[src/rtl/cv32e40p_mult_arb_pkg.sv]
// Shared types and constants for the two-requester multiplier arbiter.
// The packed operand bundle layout matches the cv32e40p multiplier inputs.
package cv32e40p_mult_arb_pkg;

  localparam int NREQ      = 2;
  localparam int OP_W_DEF  = 107;
  localparam int RES_W_DEF = 32;

  localparam logic REQ0 = 1'b0;
  localparam logic REQ1 = 1'b1;

  typedef enum logic {
    ARB  = 1'b0,
    BUSY = 1'b1
  } arb_state_e;

  // Multiplier operator encodings used by the requesters
  localparam logic [2:0] MUL_MAC32 = 3'b000;
  localparam logic [2:0] MUL_MSU32 = 3'b001;
  localparam logic [2:0] MUL_I     = 3'b010;
  localparam logic [2:0] MUL_H     = 3'b110;

  typedef struct packed {
    logic [2:0]  operator;
    logic [31:0] op_a;
    logic [31:0] op_b;
    logic [31:0] op_c;
    logic [4:0]  imm;
    logic        short_subword;
    logic [1:0]  short_signed;
  } mult_op_t;

endpackage

[src/rtl/cv32e40p_mult_resp_buf.sv]
// One-entry registered response buffer with a valid/ready drain side.
// A load in the same cycle as a drain keeps the entry valid with new data.
module cv32e40p_mult_resp_buf
  import cv32e40p_mult_arb_pkg::*;
#(
  parameter int RES_W = RES_W_DEF
) (
  input  logic             clk,
  input  logic             rst_n,
  input  logic             i_load,
  input  logic [RES_W-1:0] i_data,
  input  logic             i_ready,
  output logic             o_valid,
  output logic [RES_W-1:0] o_data
);

  logic             r_valid;
  logic [RES_W-1:0] r_data;

  // NOTE: the data word is reset because its zero value is visible on the
  // port after reset; a deep storage array would be left unreset instead.
  always_ff @(posedge clk or negedge rst_n) begin
    if (!rst_n) begin
      r_valid <= 1'b0;
      r_data  <= '0;
    end else if (i_load) begin
      r_valid <= 1'b1;
      r_data  <= i_data;
    end else if (i_ready) begin
      r_valid <= 1'b0;
    end
  end

  assign o_valid = r_valid;
  assign o_data  = r_data;

endmodule

[src/rtl/cv32e40p_mult_share_arb.sv]
// Shares one cv32e40p multiplier between the EX stage (port 0) and an APU port.
// Define MULT_ARB_FIXED_PRIO_EN to make port 0 win always; default is round-robin.
module cv32e40p_mult_share_arb
  import cv32e40p_mult_arb_pkg::*;
#(
  parameter int OP_W  = OP_W_DEF,
  parameter int RES_W = RES_W_DEF
) (
  input  logic             clk,
  input  logic             rst_n,
  input  logic             req0_valid_i,
  output logic             req0_ready_o,
  input  logic [OP_W-1:0]  req0_op_i,
  output logic             resp0_valid_o,
  output logic [RES_W-1:0] resp0_result_o,
  input  logic             resp0_ready_i,
  input  logic             req1_valid_i,
  output logic             req1_ready_o,
  input  logic [OP_W-1:0]  req1_op_i,
  output logic             resp1_valid_o,
  output logic [RES_W-1:0] resp1_result_o,
  input  logic             resp1_ready_i,
  output logic             mult_enable_o,
  output logic [OP_W-1:0]  mult_op_o,
  input  logic             mult_ready_i,
  input  logic             mult_multicycle_i,
  input  logic [RES_W-1:0] mult_result_i,
  output logic             mult_ex_ready_o
);

  arb_state_e      r_state;
  arb_state_e      w_next_state;
  logic            r_lock_id;
  logic            w_elig0;
  logic            w_elig1;
  logic            w_has_win;
  logic            w_win;
  logic            w_done_id;
  logic [NREQ-1:0] w_done;
  logic [OP_W-1:0] w_win_op;
  logic [OP_W-1:0] w_lock_op;

  // A full buffer that drains this cycle can take the next result.
  assign w_elig0   = req0_valid_i && (!resp0_valid_o || resp0_ready_i);
  assign w_elig1   = req1_valid_i && (!resp1_valid_o || resp1_ready_i);
  assign w_has_win = w_elig0 || w_elig1;

`ifdef MULT_ARB_FIXED_PRIO_EN
  assign w_win = w_elig0 ? REQ0 : REQ1;
`else
  logic r_rr_ptr;

  assign w_win = (w_elig0 && w_elig1) ? r_rr_ptr : (w_elig0 ? REQ0 : REQ1);

  always_ff @(posedge clk or negedge rst_n) begin
    if (!rst_n) begin
      r_rr_ptr <= REQ0;
    end else if (|w_done) begin
      r_rr_ptr <= ~w_done_id;
    end
  end
`endif

  assign w_win_op  = (w_win == REQ1) ? req1_op_i : req0_op_i;
  assign w_lock_op = (r_lock_id == REQ1) ? req1_op_i : req0_op_i;

  // NOTE: every signal driven here gets a default first so no path leaves
  // it unassigned, which would otherwise infer a latch.
  always_comb begin
    w_next_state  = r_state;
    mult_enable_o = 1'b0;
    mult_op_o     = '0;
    w_done        = '0;
    w_done_id     = w_win;
    case (r_state)
      ARB: begin
        if (w_has_win) begin
          mult_enable_o = 1'b1;
          mult_op_o     = w_win_op;
          if (mult_ready_i) begin
            w_done[w_win] = 1'b1;
          end else begin
            w_next_state = BUSY;
          end
        end
      end
      BUSY: begin
        // Operands stay pinned to the locked requester until FINISH.
        mult_op_o = w_lock_op;
        w_done_id = r_lock_id;
        if (mult_ready_i) begin
          w_done[r_lock_id] = 1'b1;
          w_next_state      = ARB;
        end
      end
      default: w_next_state = ARB;
    endcase
  end

  // NOTE: sequential state uses non-blocking assignments so every register
  // samples the pre-edge values regardless of statement order.
  always_ff @(posedge clk or negedge rst_n) begin
    if (!rst_n) begin
      r_state   <= ARB;
      r_lock_id <= REQ0;
    end else begin
      r_state <= w_next_state;
      if (r_state == ARB && w_has_win && !mult_ready_i) begin
        r_lock_id <= w_win;
      end
    end
  end

  assign req0_ready_o    = w_done[0];
  assign req1_ready_o    = w_done[1];
  assign mult_ex_ready_o = 1'b1;

  cv32e40p_mult_resp_buf #(.RES_W(RES_W)) u_resp_buf0 (
    .clk     (clk),
    .rst_n   (rst_n),
    .i_load  (w_done[0]),
    .i_data  (mult_result_i),
    .i_ready (resp0_ready_i),
    .o_valid (resp0_valid_o),
    .o_data  (resp0_result_o)
  );

  cv32e40p_mult_resp_buf #(.RES_W(RES_W)) u_resp_buf1 (
    .clk     (clk),
    .rst_n   (rst_n),
    .i_load  (w_done[1]),
    .i_data  (mult_result_i),
    .i_ready (resp1_ready_i),
    .o_valid (resp1_valid_o),
    .o_data  (resp1_result_o)
  );

  // Requester protocol: the locked requester holds valid and bundle in BUSY.
  a_lock0_stable : assert property (@(posedge clk) disable iff (!rst_n)
    (r_state == BUSY && r_lock_id == REQ0) |-> (req0_valid_i && $stable(req0_op_i)));
  a_lock1_stable : assert property (@(posedge clk) disable iff (!rst_n)
    (r_state == BUSY && r_lock_id == REQ1) |-> (req1_valid_i && $stable(req1_op_i)));
  a_no_multicycle_in_arb : assert property (@(posedge clk) disable iff (!rst_n)
    (r_state == ARB) |-> !mult_multicycle_i);

endmodule

[config.mk]
export PLATFORM = sky130hd
export DESIGN_NAME = cv32e40p_mult_share_arb
export DESIGN_NICKNAME = d
export VERILOG_FILES = /design/src/rtl/cv32e40p_mult_arb_pkg.sv /design/src/rtl/cv32e40p_mult_resp_buf.sv /design/src/rtl/cv32e40p_mult_share_arb.sv
export SDC_FILE = /design/constraint.sdc
export NUM_CORES = 1
export LEC_CHECK = 0
export CORE_AREA = 5 5 166 168
export DETAILED_ROUTE_END_ITERATION = 10
export DIE_AREA = 0 0 171 173
export DONT_BUFFER_PORTS = 1
export SLEW_MARGIN = 20
export SYNTH_ARGS = -nofsm -noshare
export SYNTH_HDL_FRONTEND = slang
export SYNTH_SLANG_ARGS = --single-unit
[constraint.sdc]
create_clock -name clk -period 3.6 [get_ports clk]
set_input_delay 0.36 -clock clk [delete_from_list [all_inputs] [get_ports clk]]
set_output_delay 0.36 -clock clk [all_outputs]
set_load 0.01 [all_outputs]
Word level (Yosys, flattened, before mapping):

Cells that the tools add are included.

* logic and storage cells: 53
* input port bits: 254
* output and inout port bits: 177
* register bits after elaboration: 69

* order comparisons: 4
* bitwise gates (word level): 2
* reduce and logical (&&, ||, !) cells: 16
* multiplexer cells: 24

Operator list (count)
* $mux 107: 3
* $pmux 107 s2: 1
* $mux 1: 13
* $logic_and 1x1->1: 7
* $mux 2: 3
* $lt 1x2->1 const B: 2
* $pmux 2 s2: 1
* $reduce_bool 2->1: 2
* $logic_not 1->1: 3
* $logic_or 1x1->1: 3
* $demux 1 s1: 2
* $ge 1x1->1 const B: 2
* $not 1->1: 2
* $pmux 1 s2: 1
* $reduce_or 2->1: 1

Longest topological paths before layout:

* depth after elaboration: 13
* gate-level depth with buffers: 7
* mapped depth without buffers: 4

Modules after synthesis:

From an unflattened synthesis, not the netlist that was laid out.

* cell total of the unflattened synthesis: 298
* area, all modules: 4050.1 um^2

Modules (own cells, without submodules)
* cv32e40p_mult_resp_buf: instances 2, sequential area each 825.8 um^2, cells each 71, area an instance 1377.6 um^2
* cv32e40p_mult_share_arb: instances 1, sequential area each 75.1 um^2, cells each 156, area an instance 1295.0 um^2

Worst setup path before layout:

No wires, ideal clock.

* path type: register to output
* from: reg u_resp_buf0.r_valid, in the netlist u_resp_buf0.o_valid
* to: out mult_op_o[62]
* buffers on the path: 2
* data required time: 3.240 ns
* stages on the path, launching flop included: 7
* data arrival time: 1.641 ns
* slack: 1.599 ns
* path through: dfrtp_1 > nor2b_1 > a311o_1 > mux2i_4 > buf_4 > buf_4 > a22o_1

* longest elaborated chain between the ends: 8
* elaborated cells between the ends (all ways): 10
* those cells by class: 5 x mux; 5 x reduce/logical

RTL lines
* from (decl): line cv32e40p_mult_resp_buf.sv:17 `logic r_valid;`
* from (signal assigned): line cv32e40p_mult_resp_buf.sv:24 `r_valid <= 1'b0;`
* from (signal assigned): line cv32e40p_mult_resp_buf.sv:27 `r_valid <= 1'b1;`
* from (signal assigned): line cv32e40p_mult_resp_buf.sv:30 `r_valid <= 1'b0;`
* $logic_not 1->1 *: line cv32e40p_mult_share_arb.sv:44 `assign w_elig0 = req0_valid_i && (!resp0_valid_o || resp0_ready_i);`
* $logic_or 1x1->1 *: line cv32e40p_mult_share_arb.sv:44
* $logic_and 1x1->1 *: line cv32e40p_mult_share_arb.sv:44
* $mux 1 / $logic_and 1x1->1 (equally long branches): line cv32e40p_mult_share_arb.sv:53 `assign w_win = (w_elig0 && w_elig1) ? r_rr_ptr : (w_elig0 ? REQ0 : REQ1);`
* $mux 1: line cv32e40p_mult_share_arb.sv:53
* $mux 107: line cv32e40p_mult_share_arb.sv:64 `assign w_win_op = (w_win == REQ1) ? req1_op_i : req0_op_i;`
* $mux 107 *: line cv32e40p_mult_share_arb.sv:77 `if (w_has_win) begin`
* $pmux 107 s2 *: line cv32e40p_mult_share_arb.sv:75 `case (r_state)`
* to (decl): line cv32e40p_mult_share_arb.sv:24 `output logic [OP_W-1:0] mult_op_o,`

Every way passes the cells marked *; elsewhere a longest branch is shown, timed or not.

Worst setup path in the final report:

* from: reg u_resp_buf0.r_valid, in the netlist u_resp_buf0.o_valid
* to: out mult_op_o[45]

Same word-level chain as after synthesis.

==> metrics <==
IO Port Bufs 0; Sequential Area between 1500 and 2000 µm²; Slew Limit Headroom 44.69%; largest area contributor in the netlist dfrtp_1; area growth from synthesis to layout 17.79%; RSZ-0062 raised after global routing false; CP startpoint kind register; Syn Std Cell Area 3854 µm²; Reg clk slew, reported paths around 0.06 ns; maximum clock path buffer count 2; Sink Count approximately 70; HPWL reported at the end of detailed placement about 18000 µm; Achievable Freq approximately 360 MHz; R2R depth 5; Die Area approximately 30000 µm²; Slew Viols, Final 0; Fillers a little under 3000; synthesized net count around 670; vias in the first global route ~3600; DR pass1 iterations 5; FF+latch count, synth 69; initial core utilization between 10% and 20%; Hold Path Cell Cnt 1; layout cell share with drive strength beyond 1 between 7 and 8%; CP bufs+invs 1; critical path required time between 3 and 4 ns; PD cells 844.0 nW/µm²; fin util between 10% and 20%; Overall Global Routing Usage between 10% and 20%; final worst path period share between 70% and 80%; CTS tree built; Post-CTS Setup Bufs 0; first-pass GRT wire length about 28000 µm; startpoint of the worst hold path mult_ready_i; Clock Latency Late Sink 0.33 ns; share of the synthesized area in the top cell type 44.81%; R2R Path End u_resp_buf1.o_data[29]; post-synthesis mux area share less than 1%; Worst setup EP type output pin; CTS root buf clkbuf_16; area of the core 25760 µm²; Adder-Cell Fraction of Synth Area 0%; Residual DRC 0; Syn Area/Cell just over 9 µm²; max-cap check violation count 0; Syn. warnings 0; drt via density between 4 and 5; Hold Vio Cnt, Final 0; pin count of the biggest net entering global routing about 110; Setup CP Type reg2out; post-synthesis xor/xnor area fraction 0%; main combinational cell family by area after synthesis compound AO/OA/AOI/OAI gates; H-tree depth 3; area of the multi-input gates 1914 µm²; Final nets 640; crit path DAT approximately 2.4 ns; Worst-Margin Slew 0.8252 ns; Syn Inst Count 414; worst-path fanout max approximately 110; final worst path period need about 2.8 ns; CTS Buf Count 9; die width between 150 and 200 µm; worst-case clock skew ~0.0093 ns; Netlist cell types 28; antenna-violating nets left 0; initial antenna violation count 11; Worst Hold End r_state; Reg2Reg Setup Slack about 1.3 ns; reg2reg start u_resp_buf0.o_valid; Die Height between 150 and 200 µm; endpoints failing setup 0; drt wl/cell around 30 µm; I/O pin total roughly 430; initial DRC count about 200; Post-Synth Simple-Gate Area between 10% and 20%; Compound-Gate Fraction of Synth Area a little under two fifths; outcome finished clean; Synth area leaders dfrtp_1 45%, a22o_1 24%, o22ai_1 11%; Crit-path slowest cell dfrtp_1; total gr overflow 0; via count about 3600; Largest stage delay, worst path roughly 0.46 ns; Placer Congestion between 0.8 and 0.9; Crit path max-delay family compound AO/OA/AOI/OAI gates; final wirelength ~22000 µm; worst-path cell chain nor2b_1 -> a311o_1 -> mux2i_4 -> buf_12 -> a22o_1; VDD IR-drop max between 0.0003 and 0.0004 V; Hold Path Class in2reg; total negative slack 0 ns; sequential fraction of the synthesis area ~45%; std cell rows slightly below 60; Leak Pwr ~1.9 nW
[layout make-up]
| class | instances | area share [%] |
|---|---|---|
| Clock buffer | 10 | 5.265 |
| Tap cell | 335 | 9.234 |
| Multi-Input combinational cell | 294 | 42.17 |
| Clock inverter | 6 | 2.067 |
| Inverter | 3 | 0.2481 |
| Antenna cell | 8 | 0.4410 |
| Sequential cell | 69 | 38.04 |
| Timing Repair Buffer | 9 | 2.536 |
[state kept, by name, summed over array words and instances (netlist names)]
signal and flops:
u_resp_buf0.o_data 32, u_resp_buf1.o_data 32, r_lock_id 1, r_rr_ptr 1, r_state 1, u_resp_buf0.o_valid 1, u_resp_buf1.o_valid 1
[cells in the mapped netlist]
master    number
a22o_1       107
nand2_1      100
dfrtp_1       69
o22ai_1       65
clkbuf_1      25
buf_2         17
buf_4          5
inv_1          3
nor2_1         2
o21ai_0        2
o31ai_1        2
a21oi_1        1
a311o_1        1
a31oi_1        1
buf_1          1
conb_1         1
mux2_2         1
mux2i_4        1
nand2b_1       1
nand2b_4       1
nand3_1        1
nor2b_1        1
nor3_1         1
nor3_2         1
o21a_1         1
o21ai_2        1
o311ai_2       1
or3_1          1
[per-layer routing]
metal	track usage [%]	vias up	wire, µm
li1	-	1530	-
met1	13.90	1769	7209
met2	21.39	285	10570
met3	7.169	31	3146
met4	6.075	6	615
met5	0	-	48
[cell families (layout without fill, tap and decap cells)]
group                  after synthesis  after routing
AO/OA/AOI/OAI                      182            182
buffers and inverters               51             28
flip-flops                          69             69
multiplexers                         2              2
other                                1              9
AND/OR/NAND/NOR                    109            109
[placed cells by master (no fill, tap or decap), types with 2 or more instances in the layout]
cell,netlist,layout
bufinv_16,0,2
buf_4,5,5
dfrtp_1,69,69
inv_6,0,2
inv_1,3,3
buf_12,0,2
o21ai_0,2,2
clkbuf_16,0,9
nand2_1,100,100
a22o_1,107,107
o22ai_1,65,65
o31ai_1,2,2
nor2_1,2,2
diode_2,0,8
[worst register-to-register path: cells and delay by family (launching register included)]
family	cells	cell delay [ns]
buffers and inverters	1	0.38
AND/OR/NAND/NOR	1	0.19
AO/OA/AOI/OAI	3	1.15
flip-flops	1	0.46
[report_power, final]
group          switching, mW  internal, mW
combinational          0.849         0.466
sequential             0.440          1.09
clock                  0.353         0.631
[how the worst max path moves through the flow]
stage	cells past startpoint	end	slack, ns	from
floorplan	6	mult_op_o[62]	1.60	u_resp_buf0.o_valid
global placement	5	mult_op_o[45]	1.23	u_resp_buf0.o_valid
detailed placement	5	mult_op_o[45]	1.21	u_resp_buf0.o_valid
CTS	5	mult_op_o[45]	0.84	u_resp_buf0.o_valid
global route	5	mult_op_o[45]	0.76	u_resp_buf0.o_valid
finish	5	mult_op_o[45]	0.83	u_resp_buf0.o_valid
[metrics by stage]
step | setup slack (ns) | total power [mW] | std cells | area [µm²] | hold WS (ns)
2_1_floorplan | 1.599 | 2.501 | 414 | 3854 | 0.06441
3_3_place_gp | 1.226 | 2.815 | 708 | 4149 | 0.06648
3_5_place_dp | 1.208 | 2.836 | 708 | 4149 | 0.06628
4_1_cts | 0.8362 | 3.863 | 726 | 4519 | 0.09155
5_1_grt | 0.7598 | 4.039 | 733 | 4537 | 0.1067
6_report | 0.8347 | 3.831 | 734 | 4539 | 0.1285
[what timing repair did]
action,CTS,global route
gates resized for setup,0,0
hold endpoints to repair,69,0
endpoints found under the setup margin,0,0
hold buffers,2,0
Power figures use the tool's default switching activity.
